===== src/rtl/dram_arbiter.sv =====
// Two-master round-robin arbiter and RMW sequencer for a single-port, full-word-write data RAM.
// Latency: read / full write 2 cycles (IDLE + ACCESS), partial byte-enable write 3 cycles.
// Backpressure: mN_waitrequest holds each master until its access completes; optional macro DRAM_ARB_FIXED_PRIO_EN.
module dram_arbiter #(
    parameter int ADDR_WIDTH = 32,
    parameter int DATA_WIDTH = 32
) (
    input  logic                    clk,
    input  logic                    reset,
    input  logic [ADDR_WIDTH-1:0]   m0_address,
    input  logic                    m0_read,
    input  logic                    m0_write,
    input  logic [DATA_WIDTH-1:0]   m0_writedata,
    input  logic [DATA_WIDTH/8-1:0] m0_byteenable,
    output logic                    m0_waitrequest,
    output logic [DATA_WIDTH-1:0]   m0_readdata,
    input  logic [ADDR_WIDTH-1:0]   m1_address,
    input  logic                    m1_read,
    input  logic                    m1_write,
    input  logic [DATA_WIDTH-1:0]   m1_writedata,
    input  logic [DATA_WIDTH/8-1:0] m1_byteenable,
    output logic                    m1_waitrequest,
    output logic [DATA_WIDTH-1:0]   m1_readdata,
    output logic [ADDR_WIDTH-1:0]   mem_address,
    output logic                    mem_read,
    output logic                    mem_write,
    output logic [DATA_WIDTH-1:0]   mem_writedata,
    input  logic [DATA_WIDTH-1:0]   mem_readdata
);

    localparam int NB = DATA_WIDTH / 8;

    typedef enum logic [1:0] {
        IDLE   = 2'd0,
        ACCESS = 2'd1,
        RMW_WR = 2'd2
    } state_t;

    state_t                  state_q, state_d;
    logic                    grant_q, grant_d;
    logic [DATA_WIDTH-1:0]   merge_q, merge_d;
    logic [DATA_WIDTH-1:0]   rdata0_q, rdata0_d;
    logic [DATA_WIDTH-1:0]   rdata1_q, rdata1_d;
`ifndef DRAM_ARB_FIXED_PRIO_EN
    logic                    last_grant_q, last_grant_d;
`endif

    logic                    m0_req, m1_req;
    logic                    grant_pick;
    logic                    done;
    logic [ADDR_WIDTH-1:0]   g_addr;
    logic                    g_rd, g_wr;
    logic [DATA_WIDTH-1:0]   g_wdata;
    logic [NB-1:0]           g_be;

    // Request decode and mux of the granted master's command
    always_comb begin
        m0_req  = m0_read | m0_write;
        m1_req  = m1_read | m1_write;
        g_addr  = grant_q ? m1_address   : m0_address;
        g_rd    = grant_q ? m1_read      : m0_read;
        g_wr    = grant_q ? m1_write     : m0_write;
        g_wdata = grant_q ? m1_writedata : m0_writedata;
        g_be    = grant_q ? m1_byteenable : m0_byteenable;
    end

    // Arbitration choice made in IDLE (round robin by default, m0-first when fixed priority)
    always_comb begin
`ifdef DRAM_ARB_FIXED_PRIO_EN
        grant_pick = m0_req ? 1'b0 : 1'b1;
`else
        if (m0_req && m1_req) begin
            grant_pick = ~last_grant_q;
        end else begin
            grant_pick = m1_req;
        end
`endif
    end

    // Sequencer: next state, RAM command and per-master completion
    always_comb begin
        state_d       = state_q;
        grant_d       = grant_q;
        merge_d       = merge_q;
        mem_address   = '0;
        mem_read      = 1'b0;
        mem_write     = 1'b0;
        mem_writedata = '0;
        done          = 1'b0;
        case (state_q)
            IDLE: begin
                if (m0_req || m1_req) begin
                    grant_d = grant_pick;
                    state_d = ACCESS;
                end
            end
            ACCESS: begin
                mem_address = g_addr & ~ADDR_WIDTH'(3);
                state_d     = IDLE;
                if (g_wr) begin
                    if (g_be == {NB{1'b1}}) begin
                        mem_write     = 1'b1;
                        mem_writedata = g_wdata;
                        done          = 1'b1;
                    end else if (g_be == '0) begin
                        done = 1'b1;
                    end else begin
                        // Partial write: fetch the old word and merge enabled lanes over it
                        mem_read = 1'b1;
                        for (int i = 0; i < NB; i++) begin
                            merge_d[8*i +: 8] = g_be[i] ? g_wdata[8*i +: 8] : mem_readdata[8*i +: 8];
                        end
                        state_d = RMW_WR;
                    end
                end else if (g_rd) begin
                    mem_read = 1'b1;
                    done     = 1'b1;
                end
            end
            RMW_WR: begin
                mem_address   = g_addr & ~ADDR_WIDTH'(3);
                mem_write     = 1'b1;
                mem_writedata = merge_q;
                done          = 1'b1;
                state_d       = IDLE;
            end
            default: state_d = IDLE;
        endcase
        // A reset cycle never touches the RAM and never completes a transaction
        if (reset) begin
            mem_read  = 1'b0;
            mem_write = 1'b0;
            done      = 1'b0;
        end
    end

    // Read-data capture and round-robin history, updated only on completion
    always_comb begin
        rdata0_d = rdata0_q;
        rdata1_d = rdata1_q;
        if (done && mem_read && !grant_q) rdata0_d = mem_readdata;
        if (done && mem_read &&  grant_q) rdata1_d = mem_readdata;
`ifndef DRAM_ARB_FIXED_PRIO_EN
        last_grant_d = done ? grant_q : last_grant_q;
`endif
    end

    // Master-facing handshake; read data is live in the completing cycle and held afterwards
    always_comb begin
        m0_waitrequest = m0_req & ~(done & ~grant_q);
        m1_waitrequest = m1_req & ~(done &  grant_q);
        m0_readdata    = rdata0_d;
        m1_readdata    = rdata1_d;
    end

    // State registers with synchronous reset
    always_ff @(posedge clk) begin
        if (reset) begin
            state_q      <= IDLE;
            grant_q      <= 1'b0;
            merge_q      <= '0;
            rdata0_q     <= '0;
            rdata1_q     <= '0;
`ifndef DRAM_ARB_FIXED_PRIO_EN
            last_grant_q <= 1'b1;
`endif
        end else begin
            state_q      <= state_d;
            grant_q      <= grant_d;
            merge_q      <= merge_d;
            rdata0_q     <= rdata0_d;
            rdata1_q     <= rdata1_d;
`ifndef DRAM_ARB_FIXED_PRIO_EN
            last_grant_q <= last_grant_d;
`endif
        end
    end

endmodule

===== config.mk =====
export PLATFORM = sky130hd
export DESIGN_NAME = dram_arbiter
export DESIGN_NICKNAME = d
export VERILOG_FILES = /design/src/rtl/dram_arbiter.sv
export SDC_FILE = /design/constraint.sdc
export NUM_CORES = 1
export LEC_CHECK = 0
export BUFFER_PORTS_ARGS = -buffer_cell sky130_fd_sc_hd__buf_4
export CELL_PAD_IN_SITES_DETAIL_PLACEMENT = 1
export CELL_PAD_IN_SITES_GLOBAL_PLACEMENT = 1
export CORE_ASPECT_RATIO = 1.1
export CORE_MARGIN = 1.5
export CORE_UTILIZATION = 35
export CTS_BUF_LIST = sky130_fd_sc_hd__clkbuf_2
export CTS_CLUSTER_DIAMETER = 30
export DETAILED_ROUTE_END_ITERATION = 8
export PLACE_DENSITY = 0.95
export SLEW_MARGIN = 20
export SYNTH_ARGS = -nofsm -noshare
export SYNTH_HDL_FRONTEND = slang
export SYNTH_SLANG_ARGS = --single-unit
export TNS_END_PERCENT = 10

===== constraint.sdc =====
create_clock -name clk -period 5.1 [get_ports clk]
set_clock_uncertainty 0.15 [all_clocks]
set_input_delay 1.02 -clock clk [delete_from_list [all_inputs] [get_ports clk]]
set_output_delay 1.02 -clock clk [all_outputs]
set_load 0.1 [all_outputs]

==> run summary <==
Using the TritonRoute via totals, the vias-per-cell ratio works out to 5.56. Once detail routing completed, the nets flagged for antenna violations numbered 0. The path class of the tightest hold or removal check is reg2reg. The endpoint required time on the critical path is between 3 and 4 ns. Walking the worst path, the cells encountered are mux2_2 -> nor4_4 -> o31a_2 -> buf_4 -> o21ai_0 -> nand2_1 -> buf_4. The root buffer cell chosen for the clock tree is sky130_fd_sc_hd__clkbuf_2. Across all layers, the routed design uses 7,022 vias. The later-pin clock latency in the skew report came out at 0.65 ns.

The critical path's slowest cell is sky130_fd_sc_hd__dfxtp_4. The iteration-0 DRC count of the detailed router came out at just over 300. In the final design database the tool counted approximately 1,200 nets. In the post-synthesis netlist, the cell with the most instances is sky130_fd_sc_hd__nand2_1. The synthesized netlist cell count is between 700 and 800.

The post-synth design cell area is between 5000 and 6000 µm². The die covers about 18,000 µm². In the post-synthesis netlist, the biggest area contributors are sky130_fd_sc_hd__dfxtp_1 34%, sky130_fd_sc_hd__mux2i_1 11%, sky130_fd_sc_hd__nand2_1 10%. The site row count came out at 49. The last weighted congestion value of the routability-driven placer came out at 0.807.

The arrival time of the worst setup path came out at about 3.7 ns. The first detailed-routing pass ran for 4 iterations. The biggest area consumer among synthesized cells is sky130_fd_sc_hd__dfxtp_1. The maximum VDD drop is approximately 0.10 mV. The Yosys step of the flow raised 0 warnings. The proportion of netlist area held by the largest area contributor came out at 34.0%. Global routing used between 20% and 30% of the available tracks.

Counting the buffers created by CTS gives 9. The via count of the first global-routing pass is between 7,000 and 8,000. The post-synthesis compound-gate area fraction came out at around 22%.

The cell class contributing the biggest share of worst-path delay is flip-flops. For this design the ratio of total power to cell area is about 250 nW/µm². The hold-fix buffer count after cts is 0. The CTS tree is done. The residual DRC count came out at 0.

The die extent in x is 127 µm. Detailed placement ended at an HPWL of roughly 19,000 µm. The wire length of the first global-routing pass came out at 39,700 µm. The distinct cell type count of the synthesized netlist came out at 40. In this run, synthesis inferred 0 flip-flops with an integrated enable. The maximum number of pins on one net before global-route repair is 101. The standard cell core area came out at ~16,000 µm². The mean area per synthesized cell is 7.40 µm². After layout, the worst path uses between 90% and 100% of the clock period. The number of instances resized during post-cts repair is 0.

The post-synthesis share of cell area spent on and, or, nand and nor gates is roughly a quarter. The part of the Yosys area used for sequential elements came out at approximately a third. The setup fix buffers added after clock tree synthesis is 1. Once routing completed, OpenROAD measured the worst setup slack at around 0.22 ns. Synthesis inferred 100 register bits. Of all flip-flops after synthesis, the portion carrying an async set or reset was 0%.

Once placement finished, the instance area stood at about 8000 µm². The total routed wirelength came out at 26,100 µm. The worst setup path is captured at an output pin. Summing the areas of all fa, ha and maj instances in the mapped netlist gives less than 1% of the synthesized area. The number of antenna violations at the first check in global routing is 2.

The worst-case setup slack after placement came out at between 0.5 and 0.6 ns. The most used flip-flop cell after synthesis is sky130_fd_sc_hd__dfxtp_1. The cell with the most instances on the worst path is sky130_fd_sc_hd__buf_4. The mean routed wirelength per cell came out at a little over 20 µm. The critical path's largest stage delay came out at ~0.7 ns. The worst hold slack is between 0.3 and 0.4 ns.

The total chip power came out at 2.14 mW. After synthesis, the largest family of logic cells by area is simple AND/OR/NAND/NOR gates. At the pin with the least slew margin, the transition time is 1.13 ns. Clock-pin slew was measured on the worst setup and hold paths at ~0.31 ns. The starting utilization of the core area is 35.9%.

The number of instances in the placed design is approximately 1,200. The number of buffers inserted by port buffering is approximately 300. The area growth from synthesis to layout came out at 42.5%.

The maximum operating frequency came out at a little over 200 MHz. The leakage component of the power is 3.82 nW. The buffer depth of the longest clock path came out at 2. The final-report max-slew violation count came out at 0. After synthesis, the share of cell area in mux cells is a little under an eighth.

The remaining global-route overflow came out at 0. The xor and xnor area share after synthesis is 0%. At the end of the flow the core is filled with cells to 51.1%. The clock period minus worst slack is 4.89 ns. Setup repair after global routing left no endpoint under its margin.

The count of clock tree sinks is 100. The setup TNS came out at 0 ns. Counting both buffers and inverters, the worst setup path holds a total of 2. The final instance count without filler cells came out at between 1,000 and 1,500. The number of inserted filler cells in the final layout is 2,085. The total of endpoints with negative setup slack in the final report is 0. The worst setup path is launched from a flip-flop.

Of all nets on the critical path, the largest fanout is 40. The normalized max-slew margin is roughly 25%. The fraction of final layout cells sized beyond drive strength 1 came out at between 30% and 40%.

The run finished with clean final reports. Ranked by instance count, the synthesized netlist is headed by 163 x sky130_fd_sc_hd__nand2_1, 100 x sky130_fd_sc_hd__a21oi_1, 100 x sky130_fd_sc_hd__dfxtp_1. After routing the design area is approximately 8400 µm².

The boundary pin count is a little over 300. The total number of H-tree levels is 3. The critical path in this run is classified as reg2out. The number of max-cap violations is 0. The count of final hold-check violations came out at 0.

The overall die height came out at about 140 µm.
-- area by class of cell --
| type | instances | area, µm² | area share (%) |
|---|---|---|---|
| diodes | 2 | 5.00 | 0.0596 |
| clock buffers | 9 | 45.0 | 0.536 |
| clock inverters | 7 | 146 | 1.74 |
| inverters | 5 | 18.8 | 0.223 |
| multi-input cells | 620 | 3530 | 42.0 |
| flip-flops and latches | 100 | 2010 | 23.9 |
| well taps | 204 | 255 | 3.04 |
| repair buffers | 317 | 2390 | 28.5 |
-- worst register-to-register path: stages, from the launching register on --
cell and delay (ns):
sky130_fd_sc_hd__dfxtp_4 0.70, sky130_fd_sc_hd__mux2_2 0.56, sky130_fd_sc_hd__nor4_4 0.52, sky130_fd_sc_hd__or3_1 0.56
sky130_fd_sc_hd__buf_4 0.38, sky130_fd_sc_hd__nand2_1 0.09, sky130_fd_sc_hd__a21oi_1 0.12
-- routing by layer --
layer | vias to the layer above | global-route usage (%) | part of all wire (%)
met4 | 0 | 16.7 | 4.6
li1 | 3275 | - | -
met5 | - | 0 | 0
met2 | 320 | 49.7 | 49
met3 | 73 | 8.91 | 8.4
met1 | 3354 | 31.6 | 38
-- state kept, by name, indices dropped and copies added (netlist names) --
register / count
grant_q: 1
rdata1_q: 32
merge_q: 32
last_grant_q: 1
state_q: 2
rdata0_q: 32
-- cells in the final DEF (no fill, tap or decap), drive strengths merged, types with 2 or more instances in the layout --
master	instances
dfxtp	100
nor2b	31
inv	7
o211ai	33
nand4	2
and2	32
diode	2
conb	2
mux2	5
a21oi	100
bufinv	4
nor3	2
mux2i	63
buf	317
ha	3
nor2	7
clkbuf	9
nand3	65
o21ai	96
nand2	163
a211oi	2
-- where the power goes --
| group | switching [mW] | internal (mW) |
|---|---|---|
| registers | 0.0171 | 0.807 |
| clock network | 0.301 | 0.265 |
| logic | 0.525 | 0.221 |
| total | 0.843 | 1.29 |
-- path summary, 6_finish.rpt --
path	endpoint	depth (start not counted)	slack (ns)	start
setup / recovery	m0_readdata[31]	7	0.22	grant_q
hold / removal	merge_q[21]	2	0.32	merge_q[21]
setup reg to reg	merge_q[16]	6	1.93	grant_q
hold reg to reg	merge_q[21]	2	0.32	merge_q[21]
-- cells by family (layout without fill, tap and decap cells) --
group | Yosys count | in the layout
other cells | 1 | 4
buf+inv | 78 | 338
simple gates | 310 | 310
flops | 100 | 100
compound gates | 237 | 237
fa+ha+maj | 3 | 3
mux | 68 | 68
Power figures use the tool's default switching activity.
